[config.mk]
export PLATFORM = sky130hd
export DESIGN_NAME = sd_resp_regfile
export DESIGN_NICKNAME = d
export VERILOG_FILES = /design/src/rtl/sd_resp_regfile.sv
export SDC_FILE = /design/constraint.sdc
export NUM_CORES = 1
export LEC_CHECK = 0
export ABC_AREA = 1
export ABC_CLOCK_PERIOD_IN_PS = 1500
export CAP_MARGIN = 10
export CORE_MARGIN = 1
export CORE_UTILIZATION = 45
export CTS_BUF_LIST = sky130_fd_sc_hd__clkbuf_16
export DETAILED_ROUTE_END_ITERATION = 7
export PLACE_DENSITY = 0.75
export RECOVER_POWER = 100
export SLEW_MARGIN = 20
export SYNTH_ARGS = -nofsm -noshare
export SYNTH_HDL_FRONTEND = slang
export SYNTH_SLANG_ARGS = --single-unit
[constraint.sdc]
create_clock -name clk -period 1.5 [get_ports clk]
set_clock_uncertainty 0.1 [all_clocks]
set_input_delay 0.375 -clock clk [delete_from_list [all_inputs] [get_ports clk]]
set_output_delay 0.375 -clock clk [all_outputs]
set_load 0.01 [all_outputs]
[src/rtl/sd_resp_regfile.sv]
// sd_resp_regfile
//   Captures one SD card response frame from a serial command line and
//   stores its payload in the CID, CSD, OCR, RCA or status register
//   selected by resp_type. The frame is sampled MSB first and only on
//   cycles where cmd_valid is high. A frame with a bad end bit, or with a
//   bad CRC7 when CRC checking is built, completes with crc_err and leaves
//   every register unchanged.
//
//   Build option: define SD_RESP_CRC_EN to build the CRC7 checker.
//   Without it, only the end bit is checked.
//
//   Ports
//     clk        sole clock, rising edge
//     reset      synchronous, active-high
//     start      arms a capture (honoured only while idle)
//     resp_type  0 none, 1 R1, 2 R2->CID, 3 R2->CSD, 4 R3, 5 R6
//     cmd_in     serial response bit
//     cmd_valid  qualifies cmd_in for one cycle
//     cid_out    CID register
//     csd_out    CSD register
//     ocr_out    OCR register
//     rca_out    RCA register
//     stat_out   [31:0] card status, [37:32] command index, rest 0
//     busy       high whenever not idle
//     done       one-cycle completion pulse
//     crc_err    pulses with done on a frame error
//     timeout    pulses with done when no start bit arrived
//
//   state      | meaning
//   S_IDLE     | waiting for start
//   S_WAIT_ST  | counting 1-strobes until the start bit
//   S_SHIFT    | shifting the rest of the frame in
//   S_CHECK    | one cycle to judge the frame and write the register
//   S_DONE     | one-cycle completion, outputs pulse

module sd_resp_regfile #(
    parameter int           NCR_MAX = 64,
    parameter logic [127:0] CSD_RST = {24'b0, 8'h32, 96'b0},
    parameter logic [31:0]  OCR_RST = 32'h0060_0000
) (
    input  logic         clk,
    input  logic         reset,
    input  logic         start,
    input  logic [2:0]   resp_type,
    input  logic         cmd_in,
    input  logic         cmd_valid,
    output logic [127:0] cid_out,
    output logic [127:0] csd_out,
    output logic [31:0]  ocr_out,
    output logic [15:0]  rca_out,
    output logic [63:0]  stat_out,
    output logic         busy,
    output logic         done,
    output logic         crc_err,
    output logic         timeout
);

    localparam int WCW = $clog2(NCR_MAX + 1);

    typedef enum logic [2:0] {
        S_IDLE,
        S_WAIT_ST,
        S_SHIFT,
        S_CHECK,
        S_DONE
    } state_t;

    state_t         state, state_nxt;
    logic [2:0]     rtype;
    logic [WCW-1:0] wait_cnt;
    logic [7:0]     bit_cnt;
    logic [127:0]   shreg;
    logic           err_q, to_q;
    logic [127:0]   cid_q, csd_q;
    logic [31:0]    ocr_q;
    logic [15:0]    rca_q;
    logic [37:0]    stat_q;

    logic           long_frame;
    logic [7:0]     frame_len;
    logic           last_bit;
    logic           wait_expire;
    logic           crc_bad;
    logic           frame_err;

    assign long_frame  = (rtype == 3'd2) || (rtype == 3'd3);
    assign frame_len   = long_frame ? 8'd136 : 8'd48;
    assign last_bit    = (state == S_SHIFT) && cmd_valid && (bit_cnt == frame_len - 8'd1);
    assign wait_expire = (state == S_WAIT_ST) && cmd_valid && cmd_in &&
                         (wait_cnt == WCW'(NCR_MAX - 1));
    assign frame_err   = !shreg[0] || crc_bad;

`ifdef SD_RESP_CRC_EN
    logic [6:0] crc;
    logic [7:0] bit_num;
    logic       crc_cover;
    logic       crc_fb;

    // bit_num is the 1-based position of the bit being received. Short
    // frames cover everything up to the CRC; the start bit is a zero and
    // leaves a cleared CRC untouched. R2 skips its 8-bit header.
    assign bit_num   = bit_cnt + 8'd1;
    assign crc_cover = (bit_num <= frame_len - 8'd8) && (!long_frame || bit_num >= 8'd9);
    assign crc_fb    = crc[6] ^ cmd_in;
    assign crc_bad   = (rtype != 3'd4) && (crc != shreg[7:1]);

    always_ff @(posedge clk) begin
        if (reset) begin
            crc <= '0;
        end else if (state == S_IDLE) begin
            crc <= '0;
        end else if (state == S_SHIFT && cmd_valid && crc_cover) begin
            crc <= {crc[5:0], 1'b0} ^ (crc_fb ? 7'h09 : 7'h00);
        end
    end
`else
    assign crc_bad = 1'b0;
`endif

    always_ff @(posedge clk) begin
        if (reset) state <= S_IDLE;
        else       state <= state_nxt;
    end

    always_comb begin
        state_nxt = state;
        case (state)
            S_IDLE:    if (start && resp_type != 3'd0) state_nxt = S_WAIT_ST;
            S_WAIT_ST: if (cmd_valid) begin
                           if (!cmd_in)         state_nxt = S_SHIFT;
                           else if (wait_expire) state_nxt = S_DONE;
                       end
            S_SHIFT:   if (last_bit) state_nxt = S_CHECK;
            S_CHECK:   state_nxt = S_DONE;
            S_DONE:    state_nxt = S_IDLE;
            default:   state_nxt = S_IDLE;
        endcase
    end

    always_ff @(posedge clk) begin
        if (reset) begin
            rtype    <= 3'd0;
            wait_cnt <= '0;
            bit_cnt  <= 8'd0;
            shreg    <= '0;
            err_q    <= 1'b0;
            to_q     <= 1'b0;
            cid_q    <= '0;
            csd_q    <= CSD_RST;
            ocr_q    <= OCR_RST;
            rca_q    <= '0;
            stat_q   <= '0;
        end else begin
            case (state)
                S_IDLE: if (start && resp_type != 3'd0) begin
                    rtype    <= resp_type;
                    wait_cnt <= '0;
                    bit_cnt  <= 8'd0;
                    err_q    <= 1'b0;
                    to_q     <= 1'b0;
                end
                S_WAIT_ST: if (cmd_valid) begin
                    if (!cmd_in) begin
                        // the start bit counts as frame bit 1
                        bit_cnt <= 8'd1;
                        shreg   <= '0;
                    end else begin
                        wait_cnt <= wait_cnt + WCW'(1);
                        if (wait_expire) to_q <= 1'b1;
                    end
                end
                S_SHIFT: if (cmd_valid) begin
                    shreg   <= {shreg[126:0], cmd_in};
                    bit_cnt <= bit_cnt + 8'd1;
                end
                S_CHECK: begin
                    err_q <= frame_err;
                    if (!frame_err) begin
                        case (rtype)
                            3'd1: stat_q <= {shreg[45:40], shreg[39:8]};
                            3'd2: cid_q  <= shreg;
                            3'd3: csd_q  <= shreg;
                            3'd4: ocr_q  <= shreg[39:8];
                            3'd5: begin
                                rca_q  <= shreg[39:24];
                                stat_q <= {shreg[45:40], 16'h0, shreg[23:8]};
                            end
                            default: ;
                        endcase
                    end
                end
                default: ;
            endcase
        end
    end

    assign cid_out  = cid_q;
    assign csd_out  = csd_q;
    assign ocr_out  = ocr_q;
    assign rca_out  = rca_q;
    assign stat_out = {26'h0, stat_q};
    assign busy     = (state != S_IDLE);
    assign done     = (state == S_DONE);
    assign crc_err  = done && err_q;
    assign timeout  = done && to_q;

endmodule

==> run metrics <==
Reg clk slew, reported paths=0.07 ns; CP Launch Type=register; Hold Crit Endpoint=csd_out[9]$_SDFFE_PP0P_; Starting DRT DRC Count=1566; Logic pwr share=5.5%; hold slack=0.0347 ns; Top Ports=between 300 and 400; worst vdd ir=approximately 0.0009 V; CORE AREA=roughly 39000 sq um; Final min period=around 2.1 ns; CP max-delay cell=dfxtp_2; top cells by area, synth=dfxtp_1 (56%), nor2_1 (12%), o21ai_0 (9.2%), a21oi_1 (6.3%), nand2_1 (4.4%); P_sw=6.13 mW; Async SR Flop Fraction=0%; GRT Residual Overflow=0; Seq/Total Area, Yosys=between 50% and 60%; Syn. warnings=0; initial antenna violation count=0; worst slew pin tran=a little under 0.6 ns; DRC=0; worst-skew pair later-pin latency=around 0.58 ns; final worst path period share=140%; first-pass iteration count of the detailed router=6; Reg power frac=~51%; gr usage total=approximately 27%; Final #Nets=~2.7k; Critical R2R Capture=rca_out[5]$_SDFFE_PP0P_; Layout Cells excl Fill=3253; CTS sink count=around 500; Final Hold Vio Count=0; setup TNS=-181.59 ns; via count=about 18k; syn_area_per_cell=7.83 sq um; Antenna diodes=0; post-route ant nets=0; CP max stage delay=~0.32 ns; layout cells sized above 1=a little over two fifths; status=finished with violations; Peak Freq=0.477 GHz; Die Wd=201 microns; Multi-input gate area=7690 sq um; hold_buf cts=0; Switching Share=a little under a quarter; # fillers=about 2.8k; maxcap violations=0; Area Overhead vs Synth=53.4%; routed vias/inst=5.59; Reg2Reg Setup Slack=-0.60 ns; DP Wirelength=between 30 and 40 mm; Top Family by Delay on Critical Path=buffers and inverters; Synth top area share=a little under three fifths; internal power=19.7 mW; crit path capture type=register; HP Start=reset; Min-Delay Path Depth=4; worst hold path class=primary input to register; Top cell by count, worst path=buf_6; # H-tree levels=2; library cells used by synthesis=27; Mapped Cells=around 2.3k; R2R depth=13; cells along the critical path=inv_2 > buf_6 > buf_6 > nand3_4 > buf_6 > nor2_4 > buf_4 > nand2_8 > nor2_4 > buf_6 > buf_12 > o21ai_0 > a21oi_1; WS Path Type=register to register; fin. max-slew vios=0; Pwr Density=949 nW/um^2; die height=201 microns; initial core utilization=between 40 and 50%; port bufs=about 350; Post-synth EDFFs=0; Clock Tree Buf Depth=3; Cell Rows=72; final setup fails=648; die footprint=40300 sq um; violated checks=setup timing; vias in the first global route=around 16k; Pleak=11.3 nW; top_reg_cell synth=dfxtp_1; CTS Root Cell=clkbuf_16; Cells after DPL=slightly above 3k; TritonCTS clock tree=yes; Routed Wire Length=65.1 mm; Reg area=10300 sq um; worst path arrival time=around 2.5 ns; CP Buf/Inv Count=7; final worst setup slack=-0.599 ns; first-pass GRT wire length=roughly 89 mm; RSZ-0062 raised after global routing=yes; mapped cell area=~18000 sq um; flops & latches, synth=493; Crit Reg-Reg Startpoint=state[2]$_SDFFE_PP0P_; Final GP Congestion=~0.87; CP Data Required Time=between 1.5 and 2 ns; Worst slew margin=between 60% and 70%; largest net degree at the start of global routing=83; DR WL/cell=between 20 and 25 microns; leading area contributor after synthesis=dfxtp_1; Inserted Clock Buffers=between 40 and 50; clock power share=around 44%; crit path max fanout=8
## Yosys cell counts (3+ instances only)
| cell | count |
|---|---|
| nor3_1 | 14 |
| buf_6 | 11 |
| buf_4 | 30 |
| nor2_2 | 4 |
| nand3_1 | 146 |
| inv_1 | 54 |
| dfxtp_1 | 493 |
| nand4_1 | 3 |
| o211ai_1 | 3 |
| nand2_1 | 207 |
| o21ai_1 | 7 |
| a21oi_1 | 225 |
| clkbuf_1 | 118 |
| o21ai_0 | 325 |
| nor2_1 | 573 |
| buf_2 | 37 |
| inv_2 | 5 |
## kinds of logic after synthesis
group / after synthesis / synth area share (%)
AND/OR/NAND/NOR: 953 / 21.5
AO/OA/AOI/OAI: 561 / 15.9
flip-flops: 493 / 55.6
buffers and inverters: 257 / 6.79
other: 1 / 0.0211
adder cells (fa/ha/maj): 2 / 0.141
XOR/XNOR: 2 / 0.0986
## worst reg2reg max path, delay by kind of cell (launching register included)
family,cells,cell delay (ns)
and+or+nand+nor,4,0.39
DFF,1,0.32
buffers and inverters,7,0.81
AOI/OAI and AO/OA,2,0.39
## metal layers
metal | share of wire, % | global-route usage, % | wire length, microns | up-vias
met4 | 4.2 | 13.2 | 2760 | 0
met5 | 0 | 0 | 0 | -
li1 | - | - | - | 8271
met2 | 48 | 45.7 | 31200 | 1057
met3 | 9.2 | 5.03 | 6010 | 193
met1 | 39 | 33.9 | 25100 | 8663
## cell type report
type / instances / share of cell area (%)
inverter: 59 / 1.01
timing repair inverter: 3 / 0.229
clock inverter: 34 / 0.583
sequential: 493 / 37.8
timing repair buffer: 549 / 25.1
clock buffer: 51 / 4.68
tap: 518 / 2.38
multi-input combinational: 1546 / 28.2
## worst max-delay path by stage
stage	start	to	slack, ns	depth (start not counted)
floorplan	state[1]$_SDFFE_PP0P_	csd_out[120]$_SDFFE_PP0P_	-0.12	10
global placement	resp_type[0]	wait_cnt[3]$_SDFFE_PP0P_	-0.46	10
detailed placement	cmd_in	shreg[104]$_SDFFE_PP0P_	-0.50	6
CTS	state[2]$_SDFFE_PP0P_	crc_err	-0.55	6
global route	state[2]$_SDFFE_PP0P_	rca_out[5]$_SDFFE_PP0P_	-0.67	13
finish	state[2]$_SDFFE_PP0P_	rca_out[5]$_SDFFE_PP0P_	-0.60	13
## registers in the layout, indices dropped and copies added (netlist names)
name      cells
cid_out     128
to_q          1
wait_cnt      7
ocr_out      32
stat_q       38
shreg       128
bit_cnt       8
rtype         3
rca_out      16
csd_out     128
state         3
err_q         1
## power groups by stage
stage | sequential (mW) | combinational [mW] | clock (mW)
2_1_floorplan | 13.4 | 0.712 | 0
3_3_place_gp | 13.4 | 1.07 | 0
3_5_place_dp | 13.4 | 1.08 | 0
4_1_cts | 13.1 | 1.16 | 11.3
5_1_grt | 13.1 | 1.52 | 12.0
6_report | 13.1 | 1.42 | 11.3
## what timing repair did
item,in CTS,in global routing
buffers inserted,39,18
setup endpoints to repair,838,838
gates cloned,20,41
resized for setup,2248,263
endpoints found under the hold margin,0,0
pin swaps,13,52
## metrics by stage
stage / area, sq um / power (mW) / setup WS [ns] / utilization [%]
final: 27300 / 25.9 / -0.599 / 70.2
after global routing: 27300 / 26.6 / -0.669 / 70.2
after CTS: 25700 / 25.6 / -0.546 / 66.1
after detailed placement: 22100 / 14.5 / -0.496 / 57.0
after global placement: 22100 / 14.5 / -0.465 / 57.0
after floorplan: 17900 / 14.2 / -0.121 / -
## cell usage in the layout (no fill, tap or decap), types with 20 or more instances in the layout
cell type	synthesis	routed
a21oi_1	225	204
a21oi_2	0	20
buf_12	0	32
buf_16	0	22
buf_4	30	90
buf_6	11	360
clkbuf_16	0	78
conb_1	1	26
dfxtp_1	493	149
dfxtp_2	0	343
inv_1	54	57
nand2_1	207	200
nand3_1	146	144
nor2_1	573	459
nor2_2	4	59
nor2_4	0	60
o21ai_0	325	250
o21ai_1	7	58
o21ai_2	0	20
Power figures use the tool's default switching activity.
